## config.mk

```make
export PLATFORM = sky130hd
export DESIGN_NAME = sim_end_monitor
export DESIGN_NICKNAME = d
export VERILOG_FILES = /design/src/rtl/sim_mon_pkg.sv /design/src/rtl/sim_mon_src_sel.sv /design/src/rtl/sim_end_monitor.sv
export SDC_FILE = /design/constraint.sdc
export NUM_CORES = 1
export LEC_CHECK = 0
export BUFFER_PORTS_ARGS = -buffer_cell sky130_fd_sc_hd__buf_2
export CAP_MARGIN = 20
export CORE_UTILIZATION = 56
export CTS_CLUSTER_SIZE = 12
export DETAILED_ROUTE_END_ITERATION = 8
export PLACE_DENSITY = 0.84
export SYNTH_ARGS = -nofsm -noshare
export SYNTH_HDL_FRONTEND = slang
export SYNTH_SLANG_ARGS = --single-unit
```

## constraint.sdc

```tcl
create_clock -name clk -period 6.4 [get_ports clk]
set_clock_uncertainty 0.2 [all_clocks]
set_input_delay 0.64 -clock clk [delete_from_list [all_inputs] [get_ports clk]]
set_output_delay 0.64 -clock clk [all_outputs]
set_load 0.02 [all_outputs]
```

## src/rtl/sim_mon_pkg.sv

```systemverilog
// Shared definitions for the end-of-simulation monitor: state encoding,
// default timing constants and a small width helper.
package sim_mon_pkg;

  typedef enum logic [1:0] {
    ST_RUN   = 2'd0,
    ST_DRAIN = 2'd1,
    ST_DONE  = 2'd2
  } state_e;

  localparam int DEF_DRAIN_CYCLES   = 100;
  localparam int DEF_TIMEOUT_CYCLES = 1 << 20;

  // Width of a source index; never below one bit so a single source still works.
  function automatic int id_width(input int n);
    return (n > 1) ? $clog2(n) : 1;
  endfunction

endpackage

```

## src/rtl/sim_mon_src_sel.sv

```systemverilog
// Qualifies each end-of-test source (edge or level) and picks the
// lowest-index active trigger for the current cycle.
module sim_mon_src_sel
  import sim_mon_pkg::*;
#(
  parameter int                 NUM_SRC   = 2,
  parameter logic [NUM_SRC-1:0] EDGE_MASK = 2'b10,
  parameter int                 ID_W      = id_width(NUM_SRC)
) (
  input  logic               clk,
  input  logic               rst_n,
  input  logic [NUM_SRC-1:0] src_done_i,
  output logic               trig_any_o,
  output logic [ID_W-1:0]    win_idx_o
);

  logic [NUM_SRC-1:0] prev_q;
  logic [NUM_SRC-1:0] prev_d;
  logic [NUM_SRC-1:0] trig;

  // Previous-cycle copy of the done inputs for edge detection; clears to 0 so
  // a level already high right after reset counts as a rising edge.
  always_ff @(posedge clk or negedge rst_n) begin
    if (!rst_n) prev_q <= '0;
    else        prev_q <= prev_d;
  end

  // Per-source qualification, then lowest-index priority (scan high to low).
  always_comb begin
    prev_d     = src_done_i;
    trig       = '0;
    trig_any_o = 1'b0;
    win_idx_o  = '0;
    for (int i = 0; i < NUM_SRC; i++) begin
      trig[i] = EDGE_MASK[i] ? (src_done_i[i] & ~prev_q[i]) : src_done_i[i];
    end
    for (int i = NUM_SRC - 1; i >= 0; i--) begin
      if (trig[i]) begin
        trig_any_o = 1'b1;
        win_idx_o  = ID_W'(i);
      end
    end
  end

endmodule

```

## src/rtl/sim_end_monitor.sv

```systemverilog
// End-of-simulation monitor: waits for the first qualified source (or the
// watchdog), optionally drains for a fixed number of clocks, then freezes
// a verdict and pulses finish_o once.
//
// state    | meaning
// ---------+-----------------------------------------------------------
// ST_RUN   | waiting for a source trigger or watchdog expiry
// ST_DRAIN | a drain source won; counting out the drain delay
// ST_DONE  | verdict frozen until reset
module sim_end_monitor
  import sim_mon_pkg::*;
#(
  parameter int                 NUM_SRC        = 2,
  parameter logic [NUM_SRC-1:0] EDGE_MASK      = 2'b10,
  parameter logic [NUM_SRC-1:0] DRAIN_MASK     = 2'b01,
  parameter int                 DRAIN_CYCLES   = DEF_DRAIN_CYCLES,
  parameter int                 TIMEOUT_CYCLES = DEF_TIMEOUT_CYCLES,
  parameter int                 CODE_W         = 32,
  parameter int                 ID_W           = id_width(NUM_SRC)
) (
  input  logic               clk,
  input  logic               rst_n,
  input  logic [NUM_SRC-1:0] src_done_i,
  input  logic [NUM_SRC-1:0] src_pass_i,
  input  logic [CODE_W-1:0]  fail_code_i,
  input  logic               timeout_en_i,
  output logic               done_o,
  output logic               pass_o,
  output logic               timeout_o,
  output logic               finish_o,
  output logic [ID_W-1:0]    src_id_o,
  output logic [CODE_W-1:0]  fail_code_o,
  output logic [31:0]        cycle_cnt_o
);

  localparam logic [31:0] TIMEOUT_M1 = 32'(TIMEOUT_CYCLES - 1);
  localparam logic [7:0]  DRAIN_LIM  = 8'(DRAIN_CYCLES);

  state_e              state_q, state_d;
  logic [31:0]         cycle_cnt_q, cycle_cnt_d;
  logic [7:0]          drain_cnt_q, drain_cnt_d;
  logic [ID_W-1:0]     win_q, win_d;
  logic                done_q, done_d;
  logic                pass_q, pass_d;
  logic                timeout_q, timeout_d;
  logic                finish_q, finish_d;
  logic [ID_W-1:0]     src_id_q, src_id_d;
  logic [CODE_W-1:0]   fail_code_q, fail_code_d;

  logic                trig_any;
  logic [ID_W-1:0]     win_idx;
  logic                wd_fire;

  sim_mon_src_sel #(
    .NUM_SRC   (NUM_SRC),
    .EDGE_MASK (EDGE_MASK),
    .ID_W      (ID_W)
  ) u_src_sel (
    .clk        (clk),
    .rst_n      (rst_n),
    .src_done_i (src_done_i),
    .trig_any_o (trig_any),
    .win_idx_o  (win_idx)
  );

  // State, counters and verdict capture registers.
  always_ff @(posedge clk or negedge rst_n) begin
    if (!rst_n) begin
      state_q     <= ST_RUN;
      cycle_cnt_q <= '0;
      drain_cnt_q <= '0;
      win_q       <= '0;
      done_q      <= 1'b0;
      pass_q      <= 1'b0;
      timeout_q   <= 1'b0;
      finish_q    <= 1'b0;
      src_id_q    <= '0;
      fail_code_q <= '0;
    end else begin
      state_q     <= state_d;
      cycle_cnt_q <= cycle_cnt_d;
      drain_cnt_q <= drain_cnt_d;
      win_q       <= win_d;
      done_q      <= done_d;
      pass_q      <= pass_d;
      timeout_q   <= timeout_d;
      finish_q    <= finish_d;
      src_id_q    <= src_id_d;
      fail_code_q <= fail_code_d;
    end
  end

  // Next-state and verdict logic; a source verdict always beats the watchdog
  // on the same edge. Expiry uses >= so re-enabling late fires immediately.
  always_comb begin
    state_d     = state_q;
    cycle_cnt_d = cycle_cnt_q;
    drain_cnt_d = drain_cnt_q;
    win_d       = win_q;
    done_d      = done_q;
    pass_d      = pass_q;
    timeout_d   = timeout_q;
    finish_d    = 1'b0;
    src_id_d    = src_id_q;
    fail_code_d = fail_code_q;

    wd_fire = timeout_en_i && (cycle_cnt_q >= TIMEOUT_M1);

    if (state_q != ST_DONE && cycle_cnt_q != 32'hFFFF_FFFF) begin
      cycle_cnt_d = cycle_cnt_q + 32'd1;
    end

    case (state_q)
      ST_RUN: begin
        if (trig_any) begin
          if (DRAIN_MASK[win_idx]) begin
            state_d     = ST_DRAIN;
            win_d       = win_idx;
            drain_cnt_d = '0;
          end else begin
            state_d     = ST_DONE;
            done_d      = 1'b1;
            finish_d    = 1'b1;
            pass_d      = src_pass_i[win_idx];
            src_id_d    = win_idx;
            fail_code_d = fail_code_i;
          end
        end else if (wd_fire) begin
          state_d     = ST_DONE;
          done_d      = 1'b1;
          finish_d    = 1'b1;
          timeout_d   = 1'b1;
          pass_d      = 1'b0;
          src_id_d    = '0;
          fail_code_d = fail_code_i;
        end
      end
      ST_DRAIN: begin
        if (drain_cnt_q == DRAIN_LIM) begin
          state_d     = ST_DONE;
          done_d      = 1'b1;
          finish_d    = 1'b1;
          pass_d      = src_pass_i[win_q];
          src_id_d    = win_q;
          fail_code_d = fail_code_i;
        end else if (wd_fire) begin
          state_d     = ST_DONE;
          done_d      = 1'b1;
          finish_d    = 1'b1;
          timeout_d   = 1'b1;
          pass_d      = 1'b0;
          src_id_d    = '0;
          fail_code_d = fail_code_i;
        end else begin
          drain_cnt_d = drain_cnt_q + 8'd1;
        end
      end
      default: begin
        state_d = ST_DONE;
      end
    endcase
  end

  assign done_o      = done_q;
  assign pass_o      = pass_q;
  assign timeout_o   = timeout_q;
  assign finish_o    = finish_q;
  assign src_id_o    = src_id_q;
  assign fail_code_o = fail_code_q;
  assign cycle_cnt_o = cycle_cnt_q;

endmodule

```

# After elaboration in Yosys (flattened, before gate mapping)
# Cells that the tools add are included.
[totals]
output_inout_bits = 69
n_memories = 0
ram_bits = 0
ff_bits = 82
mem_bits_ro = 0
latch_bits = 0
[classes]
shift = 0
multipliers = 0
n_reduce_logical = 8
mux = 48
n_div = 0
eq_ne = 10
addsub = 2
n_lt_le_gt_ge = 3
n_bitwise = 2
[op_table]
columns = ["operator", "n"]
rows = [
  ["two-way mux 32 bit", 4],
  ["case mux 32 bit (2 select lines)", 1],
  ["adder 32 x 1 -> 32 bit (second input constant)", 1],
  [">= comparator 32 x 20 -> 1 bit (second input constant)", 1],
  ["two-way mux 8 bit", 4],
  ["!= test 32 bit (second input constant)", 1],
  ["two-way mux 1 bit", 28],
  ["case mux 8 bit (2 select lines)", 1],
  ["!= test 2 bit (second input constant)", 6],
  ["case mux 1 bit (2 select lines)", 5],
  ["adder 8 x 1 -> 8 bit (second input constant)", 1],
  ["== test 8 x 7 -> 1 bit (second input constant)", 1],
  ["two-way mux 2 bit", 4],
  ["AND reduction 3 bit", 2],
  ["AND reduction 5 bit", 1],
  ["less-than comparator 1 x 2 -> 1 bit (second input constant)", 2],
  ["case mux 2 bit (2 select lines)", 1],
  ["!= test 3 bit (second input constant)", 1],
  ["== test 2 x 1 -> 1 bit (second input constant)", 1],
  ["logical AND 1 bit", 2],
  ["zero test 2 bit", 1],
  ["AND reduction 2 bit", 1],
  ["nonzero test 2 bit", 1],
  ["AND 1 bit", 1],
  ["inverter 1 bit", 1],
]

# Logic depth before layout (Yosys ltp)
[depth]
depth_word = 9
mapped_depth = 8
ltp_nobuf = 7

# Hierarchy
# Synthesis repeated with hierarchy kept, for this count alone.
[unflattened]
hier_cells = 310
hier_area_um2 = 3699.8
[by_module_without_submodules]
columns = ["mod", "cells_per_inst", "n_inst", "area_each_um2", "seq_area_each_um2"]
rows = [
  ["sim_end_monitor", 306, 1, 3648.5, 2001.9],
  ["sim_mon_src_sel", 4, 1, 51.3, 25.0],
]

# Worst setup path before layout
# No wires, ideal clock.
[synth_timing]
path_type = "register -> register"
start = "register cycle_cnt_q[0], in the netlist cycle_cnt_o[0]"
end = "register fail_code_q[10], in the netlist fail_code_o[10]"
arrival_ps = 2020
path_buffers = 1
stages_incl_launch_ff = 8
setup_slack_ps = 4055
required_time_ps = 6075
setup_ps = 125
cell_sequence = "dfrtp_1 ha_1 nand3_1 nor3_4 a32o_2 a2bb2oi_4 buf_6 mux2_4"
[synth_via]
elab_chain_len = 5
elab_cells_between_ends = 6
[synth_rtl]
columns = ["element", "line_no", "source"]
rows = [
  ["from (decl)", "sim_end_monitor.sv:40", "logic [31:0] cycle_cnt_q, cycle_cnt_d;"],
  ["from (signal assigned)", "sim_end_monitor.sv:81", "cycle_cnt_q <= cycle_cnt_d;"],
  [">= comparator 32 x 20 -> 1 bit *", "sim_end_monitor.sv:107", "wd_fire = timeout_en_i && (cycle_cnt_q >= TIMEOUT_M1);"],
  ["logical AND 1 bit *", "sim_end_monitor.sv:107", ""],
  ["two-way mux 32 bit *", "n/a", ""],
  ["two-way mux 32 bit, on equally long branches", "n/a", ""],
  ["case mux 32 bit (2 select lines) *", "n/a", ""],
  ["to (signal assigned)", "sim_end_monitor.sv:89", "fail_code_q <= fail_code_d;"],
  ["to (decl)", "sim_end_monitor.sv:48", "logic [CODE_W-1:0] fail_code_q, fail_code_d;"],
]
# Mark *: on every way between the ends. The rest lies on a longest branch, timed or not.
# A chain may end at the register's enable or synchronous reset.

# Final worst setup path
[layout_timing]
start = "register cycle_cnt_q[0], in the netlist cycle_cnt_o[0]"
end = "register fail_code_q[12], in the netlist fail_code_o[12]"
# The elaborated chain is that of the path after synthesis.

==> impl_metrics.tcl <==
set metrics [dict create \
    status "complete, but fails checks" \
    violations "design-rule violations" \
    hold_start "src_done_i[1]" \
    grt_antenna_before_repair 0 \
    ir_drop_uv 145 \
    reg2reg_depth 7 \
    ys_warn_count 0 \
    die_width_um 84.3 \
    clkSinkCount 81 \
    grt_pass1_wl_um 13700 \
    cts_tree "built" \
    p_int_mw 0.730 \
    regToRegSetupSlack_ns 3.68 \
    crit-reg2reg-launch "cycle_cnt_o[0]" \
    drc 17 \
    setup_viol 0 \
    ys_types 46 \
    initial_core_util_pct 58.8 \
    worst_ep_arrival_time_ns 2.76 \
    cp.required_ns 6.44 \
    p_total_mw 0.961 \
    area_delta_synth_final_pct 21.5 \
    p_leak_nw 2.48 \
    wl_per_cell_um 16.3 \
    slowest_stage "dfrtp_1" \
    final_cell_area_um2 4610 \
    vias_per_cell 5.67 \
    place.gp.congestion 0.854 \
    synth_ff_type "dfrtp_1" \
    startpoint_type "register" \
    hold_end "u_src_sel.prev_q[1]" \
    netlist_area_um2 3790 \
    finalCritPeriodShare_pct 42.6 \
    syn-num-nets 357 \
    slowest_delay_ns 0.44 \
    cts_buffers 9 \
    layout.nets 468 \
    drive_gt1_share_pct 38.1 \
    clk-insertion-delay-late_ns 0.36 \
    grt_pass1_vias 2835 \
    avgSynthCellArea_um2 12.0 \
    p_sw_mw 0.231 \
    hold_path_class "in2reg" \
    grt_max_degree 82 \
    power_density_nw_per_um2 208 \
    dpl_cell_area_um2 4370 \
    synth_seq_cells 81 \
    hold_viol 0 \
    fp.coreArea_um2 6460 \
    pre_cts_slack_ns 3.70 \
    route.vias.total 2878 \
    crit_family "simple AND/OR/NAND/NOR gates" \
    max_slew.worst_pin.slew_ns 0.781 \
    reg2reg_to "fail_code_o[12]" \
    setup_slack_ns 3.68 \
    htreeDepth 3 \
    cts_setup_buffers 0 \
    critPathKind "reg2reg" \
    synth_edf_count 0 \
    tns_ns 0 \
    critical_path.cell_chain "ha_1 > nand3_1 > nor3_4 > a32o_2 > a2bb2oi_4 > buf_4 > mux2_4" \
    yosysSeqAreaShare_pct 53.4 \
    antenna_cells 0 \
    die_y_um 84.3 \
    max-cap-violations 0 \
    cp-end-kind "register" \
    clock_power_share_pct 39.3 \
    routed_wl_um 8290 \
    maxSlewViolCount 0 \
    drtPass1Iterations 7 \
    crit_buf_inv 1 \
    max_freq_mhz 367 \
    rows 29 \
    whs_path_depth 1 \
    cts-root-buf "clkbuf_8" \
    path_clk_slew_ns 0.09 \
    layout_common_cells "buf_2, dfrtp_1, mux2_4, nand2_1" \
    seqCellArea_um2 2030 \
    grtUsageTotal_pct 24.6 \
    synth_cells 315 \
    overflow 0 \
    rsz0062_at_grt "no" \
    fin_hold_ws_ns 0.223 \
    synthArstFlopShare_pct 100 \
    ant_nets 0 \
    path_max_fanout 35 \
    power_frac_comb_pct 6.1 \
    dp_hpwl_um 5820 \
    clockBufferDepth 2 \
    layout_commonest_cell "buf_2" \
    min_period_ns 2.72 \
    die-area_um2 7110 \
    max_slew_margin_pct 47.5 \
    seq_power_share_pct 54.6 \
    nFillCells 464 \
    multi_input_area_um2 1680 \
    ios 108 \
    io_buffers 107 \
    drtIter0Drc 223 \
    cts_resized 0 \
    p_sw_share_pct 24.1 \
]
## cell families after synthesis
family                   count (synthesis)  synth area share, %
flip-flops                              81                 53.4
AO/OA/AOI/OAI                           24                 4.98
multiplexers                            38                 13.8
adder cells (fa/ha/maj)                  3                0.989
buffers and inverters                   18                 2.44
AND/OR/NAND/NOR                        120                 17.2
XOR/XNOR                                31                 7.15
## power by group through the flow
stage / registers (mW) / clock network, mW / logic (mW)
floorplan: 0.545 / 0 / 0.0126
global placement: 0.534 / 0 / 0.0546
detailed placement: 0.535 / 0 / 0.0571
CTS: 0.525 / 0.389 / 0.0569
global route: 0.526 / 0.411 / 0.0635
finish: 0.525 / 0.378 / 0.0585
## cells in the mapped netlist (all sizes together) (3+ instances only)
master  count  area (um2)
a21boi      3        22.5
a21oi       4        20.0
and3        5        31.3
buf         6        47.5
clkbuf      4        15.0
dfrtp      81        2030
ha          3        37.5
inv         8        30.0
mux2       34         484
mux2i       4        40.0
nand2      22        82.6
nand2b      4        25.0
nand3      20         100
nand4      17         113
nor2       20        75.1
nor3        9        56.3
nor4        9        68.8
o21ai       3        15.0
or3         3        18.8
or4         4        30.0
xnor2      17         149
xor2       14         123
## through the flow
step	util, %	instances
after global routing	71.4	508
final	71.4	508
after CTS	70.8	506
after detailed placement	67.7	490
after floorplan	-	315
after global placement	67.7	490
## routing by layer
layer | track usage, % | routed length (um) | vias up
met4 | 10.2 | 131 | 0
li1 | - | - | 1344
met3 | 5.11 | 481 | 14
met1 | 31.6 | 3460 | 1401
met2 | 40.8 | 4220 | 119
met5 | 0 | 0 | -
## registers in the layout (all words and copies together) (netlist names)
name	flops
done_o	1
finish_o	1
pass_o	1
fail_code_o	32
src_id_o	1
win_q	1
drain_cnt_q	8
state_q	2
cycle_cnt_o	32
u_src_sel.prev_q	1
timeout_o	1
## cell type report
| cell class | count | area share, % |
|---|---|---|
| sequential | 81 | 44.0 |
| clock buffer | 9 | 2.69 |
| tap | 77 | 2.09 |
| multi-input combinational | 216 | 36.3 |
| timing repair buffer | 110 | 12.6 |
| clock inverter | 7 | 1.65 |
| inverter | 8 | 0.651 |
## worst max path at each step
stage | startpoint | to | slack, ns | depth (start not counted)
detailed placement | cycle_cnt_o[0] | fail_code_o[4] | 3.70 | 7
floorplan | cycle_cnt_o[0] | fail_code_o[10] | 4.06 | 7
CTS | cycle_cnt_o[0] | fail_code_o[4] | 3.68 | 7
global placement | timeout_en_i | fail_code_o[4] | 3.77 | 6
finish | cycle_cnt_o[0] | fail_code_o[12] | 3.68 | 7
global route | cycle_cnt_o[0] | fail_code_o[12] | 3.50 | 7
## what timing repair did
item | in CTS | in global routing
endpoints found under the hold margin | 0 | 8
hold buffers | 0 | 1
setup endpoints to repair | 0 | 0
(Power assumes the default switching activity.)
